$ cat config.mk
export PLATFORM = sky130hd
export DESIGN_NAME = mem_write_logger_flat
export DESIGN_NICKNAME = d
export VERILOG_FILES = /design/src/rtl/mem_write_logger_if.sv /design/src/rtl/mem_write_logger.sv /design/src/flat_wrapper.sv
export SDC_FILE = /design/constraint.sdc
export NUM_CORES = 1
export LEC_CHECK = 0
export CAP_MARGIN = 20
export CORE_AREA = 5 5 144 159
export DETAILED_ROUTE_END_ITERATION = 8
export DIE_AREA = 0 0 149 164
export PLACE_DENSITY = 0.78
export SETUP_SLACK_MARGIN = 0.15
export SYNTH_ARGS = -nofsm -noshare
export SYNTH_HDL_FRONTEND = slang
export SYNTH_SLANG_ARGS = --single-unit
$ cat constraint.sdc
create_clock -name i_clk -period 3.1 [get_ports i_clk]
set_clock_uncertainty 0.1 [all_clocks]
set_input_delay 0.62 -clock i_clk [delete_from_list [all_inputs] [get_ports i_clk]]
set_output_delay 0.62 -clock i_clk [all_outputs]
set_load 0.01 [all_outputs]
$ cat src/rtl/mem_write_logger_if.sv
// Bus between the pipeline/debug-unit side and the memory write logger.
// The master side drives the EX/MEM latch, stall and drain handshake; the slave side is the logger.
interface mem_write_logger_if #(
  parameter int unsigned NB_EX_MEM = 76,
  parameter int unsigned NB_ADDR   = 5,
  parameter int unsigned NB_CNT    = 6
);
  logic                 i_stop;
  logic [NB_EX_MEM-1:0] i_EX_MEM;
  logic                 i_dump_start;
  logic                 i_rd_next;
  logic                 o_rd_valid;
  logic [NB_ADDR-1:0]   o_rd_addr;
  logic                 o_rd_last;
  logic [NB_CNT-1:0]    o_count;
  logic                 o_done;

  modport master (
    output i_stop, i_EX_MEM, i_dump_start, i_rd_next,
    input  o_rd_valid, o_rd_addr, o_rd_last, o_count, o_done
  );

  modport slave (
    input  i_stop, i_EX_MEM, i_dump_start, i_rd_next,
    output o_rd_valid, o_rd_addr, o_rd_last, o_count, o_done
  );
endinterface

$ cat src/rtl/mem_write_logger.sv
// Records each distinct data-memory word address stored by EX/MEM in first-write order,
// then hands the list to the debug unit one address per handshake after halt.
module mem_write_logger #(
  parameter int unsigned NB_EX_MEM = 76,
  parameter int unsigned NB_ADDR   = 5,
  parameter int unsigned DEPTH     = 32,
  parameter int unsigned NB_CNT    = 6
) (
  input  logic              i_clk,
  input  logic              o_reset_pipeline,
  mem_write_logger_if.slave io_bus
);

  localparam logic [1:0] S_LOG   = 2'd0;
  localparam logic [1:0] S_DRAIN = 2'd1;
  localparam logic [1:0] S_DONE  = 2'd2;

  localparam int unsigned ALU_LSB       = 7;
  localparam int unsigned MEM_WRITE_BIT = 3;
  localparam logic [NB_CNT-1:0] CNT_ONE = NB_CNT'(1);

  logic [1:0]         r_state,    w_state_next;
  logic [DEPTH-1:0]   r_seen,     w_seen_next;
  logic [NB_CNT-1:0]  r_wr_ptr,   w_wr_ptr_next;
  logic [NB_CNT-1:0]  r_rd_ptr,   w_rd_ptr_next;
  logic               r_rd_valid, w_rd_valid_next;
  logic               r_rd_last,  w_rd_last_next;
  logic               r_done,     w_done_next;
  logic [NB_ADDR-1:0] r_rd_addr,  w_rd_addr_next;
  logic [NB_ADDR-1:0] r_log [DEPTH];

  logic [NB_ADDR-1:0] w_addr;
  logic [NB_ADDR-1:0] w_head;
  logic [NB_CNT-1:0]  w_rd_ptr_inc;
  logic               w_log_en;
  logic               w_pop;
  logic               w_unused_ex_mem;

  // Word address only: byte offset and access size are irrelevant to which word was touched.
  assign w_addr   = io_bus.i_EX_MEM[ALU_LSB+2 +: NB_ADDR];
  assign w_log_en = (r_state == S_LOG) && io_bus.i_EX_MEM[MEM_WRITE_BIT] &&
                    !io_bus.i_stop && !r_seen[w_addr];
  assign w_pop        = (r_state == S_DRAIN) && r_rd_valid && io_bus.i_rd_next;
  assign w_rd_ptr_inc = r_rd_ptr + CNT_ONE;
  // An empty log with a same-cycle write means that write becomes entry 0.
  assign w_head = (r_wr_ptr == '0) ? w_addr : r_log[0];

  assign w_unused_ex_mem = ^{io_bus.i_EX_MEM[NB_EX_MEM-1:ALU_LSB+NB_ADDR+2],
                             io_bus.i_EX_MEM[ALU_LSB+1:MEM_WRITE_BIT+1],
                             io_bus.i_EX_MEM[MEM_WRITE_BIT-1:0]};

  always_comb begin
    w_state_next    = r_state;
    w_seen_next     = r_seen;
    w_wr_ptr_next   = r_wr_ptr;
    w_rd_ptr_next   = r_rd_ptr;
    w_rd_valid_next = r_rd_valid;
    w_rd_last_next  = r_rd_last;
    w_done_next     = r_done;
    w_rd_addr_next  = r_rd_addr;
    case (r_state)
      S_LOG: begin
        if (w_log_en) begin
          w_seen_next[w_addr] = 1'b1;
          w_wr_ptr_next       = r_wr_ptr + CNT_ONE;
        end
        if (io_bus.i_dump_start) begin
          if (w_wr_ptr_next == '0) begin
            w_state_next = S_DONE;
            w_done_next  = 1'b1;
          end else begin
            w_state_next    = S_DRAIN;
            w_rd_valid_next = 1'b1;
            w_rd_ptr_next   = '0;
            w_rd_addr_next  = w_head;
            w_rd_last_next  = (w_wr_ptr_next == CNT_ONE);
          end
        end
      end
      S_DRAIN: begin
        if (w_pop) begin
          if (r_rd_last) begin
            w_state_next    = S_DONE;
            w_rd_valid_next = 1'b0;
            w_rd_last_next  = 1'b0;
            w_done_next     = 1'b1;
          end else begin
            w_rd_ptr_next  = w_rd_ptr_inc;
            w_rd_addr_next = r_log[w_rd_ptr_inc[NB_ADDR-1:0]];
            w_rd_last_next = (w_rd_ptr_inc == (r_wr_ptr - CNT_ONE));
          end
        end
      end
      S_DONE: begin
        w_state_next = S_DONE;
      end
      default: begin
        w_state_next = S_LOG;
      end
    endcase
  end

  always_ff @(posedge i_clk or posedge o_reset_pipeline) begin
    if (o_reset_pipeline) begin
      r_state    <= S_LOG;
      r_seen     <= '0;
      r_wr_ptr   <= '0;
      r_rd_ptr   <= '0;
      r_rd_valid <= 1'b0;
      r_rd_last  <= 1'b0;
      r_done     <= 1'b0;
      r_rd_addr  <= '0;
    end else begin
      r_state    <= w_state_next;
      r_seen     <= w_seen_next;
      r_wr_ptr   <= w_wr_ptr_next;
      r_rd_ptr   <= w_rd_ptr_next;
      r_rd_valid <= w_rd_valid_next;
      r_rd_last  <= w_rd_last_next;
      r_done     <= w_done_next;
      r_rd_addr  <= w_rd_addr_next;
    end
  end

  // Storage needs no reset: only entries below the write pointer are ever read.
  always_ff @(posedge i_clk) begin
    if (w_log_en) begin
      r_log[r_wr_ptr[NB_ADDR-1:0]] <= w_addr;
    end
  end

  assign io_bus.o_rd_valid = r_rd_valid;
  assign io_bus.o_rd_addr  = r_rd_addr;
  assign io_bus.o_rd_last  = r_rd_last;
  assign io_bus.o_count    = r_wr_ptr;
  assign io_bus.o_done     = r_done;

endmodule

$ cat src/flat_wrapper.sv
// flat-port wrapper written by rule: the top's interface ports become plain ports
module mem_write_logger_flat 
#(
  parameter int unsigned NB_EX_MEM = 76,
  parameter int unsigned NB_ADDR   = 5,
  parameter int unsigned DEPTH     = 32,
  parameter int unsigned NB_CNT    = 6
)
  (i_clk, o_reset_pipeline, io_bus_i_stop, io_bus_i_EX_MEM, io_bus_i_dump_start, io_bus_i_rd_next, io_bus_o_rd_valid, io_bus_o_rd_addr, io_bus_o_rd_last, io_bus_o_count, io_bus_o_done);
  mem_write_logger_if #(.NB_EX_MEM(NB_EX_MEM), .NB_ADDR(NB_ADDR), .NB_CNT(NB_CNT)) io_bus_i ();
  input  logic i_clk;
  input  logic o_reset_pipeline;
  input wire logic [$bits(io_bus_i.i_stop)-1:0] io_bus_i_stop;
  input wire logic [$bits(io_bus_i.i_EX_MEM)-1:0] io_bus_i_EX_MEM;
  input wire logic [$bits(io_bus_i.i_dump_start)-1:0] io_bus_i_dump_start;
  input wire logic [$bits(io_bus_i.i_rd_next)-1:0] io_bus_i_rd_next;
  output wire logic [$bits(io_bus_i.o_rd_valid)-1:0] io_bus_o_rd_valid;
  output wire logic [$bits(io_bus_i.o_rd_addr)-1:0] io_bus_o_rd_addr;
  output wire logic [$bits(io_bus_i.o_rd_last)-1:0] io_bus_o_rd_last;
  output wire logic [$bits(io_bus_i.o_count)-1:0] io_bus_o_count;
  output wire logic [$bits(io_bus_i.o_done)-1:0] io_bus_o_done;
  assign io_bus_i.i_stop = io_bus_i_stop;
  assign io_bus_i.i_EX_MEM = io_bus_i_EX_MEM;
  assign io_bus_i.i_dump_start = io_bus_i_dump_start;
  assign io_bus_i.i_rd_next = io_bus_i_rd_next;
  assign io_bus_o_rd_valid = io_bus_i.o_rd_valid;
  assign io_bus_o_rd_addr = io_bus_i.o_rd_addr;
  assign io_bus_o_rd_last = io_bus_i.o_rd_last;
  assign io_bus_o_count = io_bus_i.o_count;
  assign io_bus_o_done = io_bus_i.o_done;
  mem_write_logger #(.NB_EX_MEM(NB_EX_MEM), .NB_ADDR(NB_ADDR), .DEPTH(DEPTH), .NB_CNT(NB_CNT)) u_core (.i_clk(i_clk), .o_reset_pipeline(o_reset_pipeline), .io_bus(io_bus_i));
endmodule
Yosys cells after proc, flatten, opt, wreduce, memory -nomap -nowiden
Memory sizes are Yosys's and may differ from the RTL's. Index checks and enable logic that the tools add are counted. W data, S select, Z words.

Bits in registers: 54. RAM bits: 160. Output and inout port bits: 14. Logic and storage cells: 82. Memories kept: 1.

Add/sub/neg operators: 3. Order comparisons: 2. Eq/ne operators: 10. Muxes and demuxes: 39. Bitwise logic cells: 1. Reduce and logical (&&, ||, !) cells: 18.

Memory list: u_core.r_log (depth 32, width 5, rd ports 2, clocked after Yosys merged registers in 0, write ports 1, RTL line mem_write_logger.sv:30) `logic [NB_ADDR-1:0] r_log [DEPTH];`.

Operators by type and width (number): $mux W6 (6); $or A32 B32 Y32 (1); $mux W5 (5); $mux W1 (16); $reduce_and A5 Y1 (3); $add A6 B1 Y6 const B (2); $logic_not A6 Y1 (2); $pmux W6 S2 (1); $pmux W5 S2 (1); $mux W2 (4); $ne A2 B2 Y1 const B (4); $eq A6 B1 Y1 const B (1); $eq A6 B6 Y1 (1); $logic_and A1 B1 Y1 (6); $lt A5 B6 Y1 const B (1); $pmux W1 S2 (3); $pmux W2 S3 (1); $sub A6 B1 Y6 const B (1); $bmux W1 S5 (1); $demux W1 S5 (1); $ge A5 B1 Y1 const B (1); $ne A2 B1 Y1 const B (2); $reduce_and A4 Y1 (1); $reduce_and A3 Y1 (1); other kinds (6) (7).

Depth between registers and ports, before layout
Depth after elaboration: 10. Depth in mapped cells: 10. Gate-level depth less buffers: 9.

Worst setup path after synthesis
No wires, ideal clock.

Path kind: input -> register. Start point: input port io_bus_i_EX_MEM[10]. End point: memory u_core.r_log[29][0] (enable). Library setup time: 340 ps. Arrival: 2786 ps. Data required time: 2660 ps. Setup slack: -126 ps. Stages: 8. Path buffers: 3. Cell sequence: buf_6 > buf_2 > mux2i_1 > o221ai_1 > a2111oi_4 > clkbuf_1 > nand2_1 > nor2_1.

Cells in the longest elaborated chain, start to end: 6.

Ends and longest elaborated chain: from (decl) (RTL line flat_wrapper.sv:14) `input wire logic [$bits(io_bus_i.i_EX_MEM)-1:0] io_bus_i_EX_MEM;`; $bmux W1 S5 (RTL line mem_write_logger.sv:42) `!io_bus.i_stop && !r_seen[w_addr];`; $mux W1 (not written as such) (RTL line mem_write_logger.sv:42); $logic_not A1 Y1 (RTL line mem_write_logger.sv:42); $logic_and A1 B1 Y1 (RTL line mem_write_logger.sv:42); $mux W1 (RTL line mem_write_logger.sv:127) `if (w_log_en) begin`; $mux W1 (not written as such) (RTL line mem_write_logger.sv:128) `r_log[r_wr_ptr[NB_ADDR-1:0]] <= w_addr;`; to (decl) (RTL line mem_write_logger.sv:30).

No other way between the ends. The select of a mux whose other input is x is not followed.

Worst setup path in the final report
Start point: input port io_bus_i_EX_MEM[12]. End point: register u_core.r_rd_addr[3], in the netlist u_core.io_bus.o_rd_addr[3].

Cells in the longest elaborated chain, start to end: 9. Elaborated cells on any way between the ends: 13. Those cells by class: eq/ne (1); mux (8); reduce/logical (4).

Ends and longest elaborated chain: $bmux W1 S5 (RTL line mem_write_logger.sv:42); $mux W1 (not written as such) (RTL line mem_write_logger.sv:42); $logic_not A1 Y1 (RTL line mem_write_logger.sv:42); $logic_and A1 B1 Y1 (RTL line mem_write_logger.sv:42); $mux W6 (RTL line mem_write_logger.sv:63) `if (w_log_en) begin`; $mux W6 (RTL line mem_write_logger.sv:61) `case (r_state)`; $logic_not A6 Y1 (RTL line mem_write_logger.sv:68) `if (w_wr_ptr_next == '0) begin`; $ne A2 B2 Y1 (no source line); $reduce_and A5 Y1 (no source line); to (signal assigned) (RTL line mem_write_logger.sv:121) `r_rd_addr <= w_rd_addr_next;`; to (decl) (RTL line mem_write_logger.sv:29) `logic [NB_ADDR-1:0] r_rd_addr, w_rd_addr_next;`.

Parallel ways exist; a longest one is shown, timed or not. The select of a mux whose other input is x is not followed. A chain may end at the register's enable or synchronous reset.

==> metrics.txt <==
FP Rows=56; period utilization=0.926; Antenna Violating Nets Remaining=0; clock tree from TritonCTS=done; count of clock tree sinks=between 200 and 250; launching element type of the critical path=input pin; leakage component of the power=~0.0042 µW; Synth Instances=between 500 and 600; Worst path top cell family by delay=buffers and inverters; DP Area=10600 µm²; number of top-level pins=95; Hold Fails Final Rpt=0; fraction of power spent switching nets=0.305; area fraction of the dominant cell type after synthesis=0.515; data arrival time at the worst-slack endpoint=roughly 3.2 ns; number of CTS-inserted buffers=23; crit end category=flop; Crit path buffers/inverters=5; Net count, final=about 770; fraction of power consumed by the clock network=0.299; sequential share of power=0.353; vias in the first global route=a little under 6000; utilization of the core after routing=0.548; ordered list of cells on the worst path=dlygate4sd2_1 -> buf_6 -> buf_4 -> and3b_2 -> a31oi_4 -> nand4_1 -> a2111oi_4 -> buf_4 -> mux2i_4 -> o211ai_4 -> buf_12 -> mux2_4; global route overflow=0; clock insertion delay at the later pin of the skew report=around 0.51 ns; Starting DRT DRC Count=approximately 420; FFs w/ async S/R, synth=0.252; die width=about 150 µm; max-cap violations=0; PD cells=~850 nW/µm²; path class of the lowest-slack min-delay path=input pin to asynchronous set/reset pin; via density per instance=5.64; relative slew slack=0.629; Psw=roughly 3000 µW; layout cell share with drive strength beyond 1=0.332; count of unique library cells instantiated by Yosys=slightly above 50; most frequently used flop master after synthesis=sky130_fd_sc_hd__edfxtp_1; sum of net half-perimeters after detailed placement=about 14000 µm; Combinational Power Share=0.348; most frequent cell after synthesis=sky130_fd_sc_hd__edfxtp_1; sum of internal, switching and leakage power=9890 µW; synthesized area per cell=around 16 µm²; dominant cell type by count on the critical path=sky130_fd_sc_hd__buf_4; cell area after synthesis=around 9300 µm²; setup-violating endpoint count in the final report=0; slew at the pin closest to its max-slew limit=around 0.55 ns; first-pass GRT wire length=between 30000 and 40000 µm; slowest library cell on the worst path=sky130_fd_sc_hd__a2111oi_4; clock root cell=sky130_fd_sc_hd__clkbuf_16; minimum clock period after layout=between 2 and 3 ns; largest driver fanout on the critical path=6; count of hold-fix buffers inserted at cts=0; area added between synthesis and finish=24.4%; maximum level of the CTS H-tree=1; sequential cell area fraction in the yosys report=0.660; Core Footprint=roughly 21000 µm²; all-layer global routing usage=0.175; Sum Neg Setup Slack=0 ns; number of warnings printed during yosys synthesis=0; Worst Setup Path Type=input pin to flop; post-synthesis register bit count=approximately 210; DR pass1 iterations=5; clock buffer depth=3; Vias=5562; worst supply voltage drop on vdd=~450 µV; Antenna diodes=0; Min Hold Slack=just under 0.3 ns; Final Instance Area=about 12000 µm²; wire length per cell=around 21 µm; number of nets produced by synthesis=between 600 and 700; total wire length=20800 µm; number of buffer cells added on primary ports=24; slowest stage delay, CP=0.37 ns; f_max=348 MHz; post-CTS clock slew at the launch and capture registers of the worst setup and hold paths=roughly 0.06 ns; cell types with the highest counts after synthesis=160 x sky130_fd_sc_hd__edfxtp_1, 56 x sky130_fd_sc_hd__nor2_1, 54 x sky130_fd_sc_hd__dfrtp_1; total die area=about 24000 µm²; number of flops mapped to enable cells by yosys=between 150 and 200; leading area contributor after synthesis=sky130_fd_sc_hd__edfxtp_1; starting density of the core=0.441; initial antenna violation count=0; floorplan die height=between 150 and 200 µm; remaining design rule violation count=0; count of final max-slew check failures=0; cell types occupying the most area after synthesis=sky130_fd_sc_hd__edfxtp_1 52%, sky130_fd_sc_hd__dfrtp_1 14%, sky130_fd_sc_hd__mux4_2 12%; internal power contribution=roughly 6900 µW; worst endpoint required time=between 3 and 4 ns; status=completed; pin count of the biggest net entering global routing=45; unrepaired setup endpoints after global routing=no; gpl congestion=approximately 0.87
[power by group through the flow]
stage               Combinational [µW]  Clock, µW  Sequential, µW
global route                      3690       3130            3520
global placement                  3160          0            3520
finish                            3440       2960            3490
CTS                               3400       3000            3490
floorplan                         2240          0            3530
detailed placement                3260          0            3540
[stage by stage]
| stage | setup slack, ns | std cells |
|---|---|---|
| after floorplan | 0.0897 | 578 |
| after global placement | -0.481 | 936 |
| after detailed placement | -0.522 | 936 |
| after CTS | 0.188 | 984 |
| after global routing | 0.140 | 986 |
| final | 0.230 | 986 |
[cells by family after synthesis]
| kind of cell | count (synthesis) | synth area share |
|---|---|---|
| AOI/OAI and AO/OA | 81 | 0.0667 |
| xor gates and xnor gates | 19 | 0.0179 |
| adders and majority gates | 8 | 0.0107 |
| buffers and inverters | 39 | 0.0168 |
| DFF | 214 | 0.660 |
| muxes | 78 | 0.154 |
| and+or+nand+nor | 139 | 0.0737 |
[layout by cell type (no fill, tap or decap), types with 4 or more instances in the layout]
cell type,n
sky130_fd_sc_hd__clkinv_1,5
sky130_fd_sc_hd__nand3b_1,8
sky130_fd_sc_hd__edfxtp_1,160
sky130_fd_sc_hd__o21ai_0,5
sky130_fd_sc_hd__clkbuf_16,23
sky130_fd_sc_hd__inv_1,6
sky130_fd_sc_hd__nor3_1,6
sky130_fd_sc_hd__or3_1,4
sky130_fd_sc_hd__nor2_4,25
sky130_fd_sc_hd__mux2i_1,16
sky130_fd_sc_hd__dlygate4sd2_1,4
sky130_fd_sc_hd__nor2_1,28
sky130_fd_sc_hd__nand3_1,11
sky130_fd_sc_hd__nand2_1,23
sky130_fd_sc_hd__mux2_2,6
sky130_fd_sc_hd__o21bai_1,19
sky130_fd_sc_hd__xnor2_1,12
sky130_fd_sc_hd__a221o_1,5
sky130_fd_sc_hd__o22ai_1,4
sky130_fd_sc_hd__a21o_1,16
sky130_fd_sc_hd__xor2_1,7
sky130_fd_sc_hd__clkinv_2,4
sky130_fd_sc_hd__a21oi_1,8
sky130_fd_sc_hd__dfrtp_1,51
sky130_fd_sc_hd__mux4_2,51
sky130_fd_sc_hd__ha_1,7
sky130_fd_sc_hd__nand4_1,4
sky130_fd_sc_hd__and3_1,5
sky130_fd_sc_hd__buf_4,76
sky130_fd_sc_hd__clkdlybuf4s50_1,19
sky130_fd_sc_hd__a211oi_1,8
sky130_fd_sc_hd__bufinv_16,6
[per-layer routing]
metal	wire, µm	vias to the layer above	GRT usage
li1	-	2469	-
met1	8020	2842	0.222
met2	11000	210	0.310
met3	1210	41	0.0284
met4	614	0	0.0512
met5	0	-	0
[worst paths after layout]
check / endpoint / slack [ns] / cells after the start / from
worst max-delay path: u_core.io_bus.o_rd_addr[3] / 0.23 / 12 / io_bus_i_EX_MEM[12]
worst min-delay path: u_core.io_bus.o_rd_last / 0.30 / 2 / o_reset_pipeline
worst max register to register: u_core.io_bus.o_rd_addr[2] / 0.24 / 9 / u_core.io_bus.o_count[0]
worst min register to register: u_core.r_seen[20] / 0.35 / 1 / u_core.r_seen[20]
max in group asynchronous: u_core.r_seen[6] / 1.97 / 3 / o_reset_pipeline
min in group i_clk: u_core.r_seen[20] / 0.35 / 1 / u_core.r_seen[20]
[final cells by class]
type,count,area (µm²)
clock inverters,17,240
inverters,10,37.5
well taps,290,363
fillers,1646,9560
repair buffers,105,883
clock buffers,25,583
multi-input cells,325,3330
flip-flops and latches,214,6160
[timing repair]
item                       CTS  global route
setup buffers                6             2
pin swaps                    5             3
setup endpoints to repair  141           101
gates resized for setup     19             6
gates cloned                 0             0
[sequential cells by signal, summed over array words and instances, names as in the netlist]
| signal | cells |
|---|---|
| u_core.r_seen | 32 |
| u_core.io_bus.o_done | 1 |
| u_core.io_bus.o_rd_valid | 1 |
| u_core.io_bus.o_rd_last | 1 |
| u_core.io_bus.o_rd_addr | 5 |
| u_core.r_state | 2 |
| u_core.r_log | 160 |
| u_core.r_rd_ptr | 6 |
| u_core.io_bus.o_count | 6 |
Power figures use the tool's default switching activity.
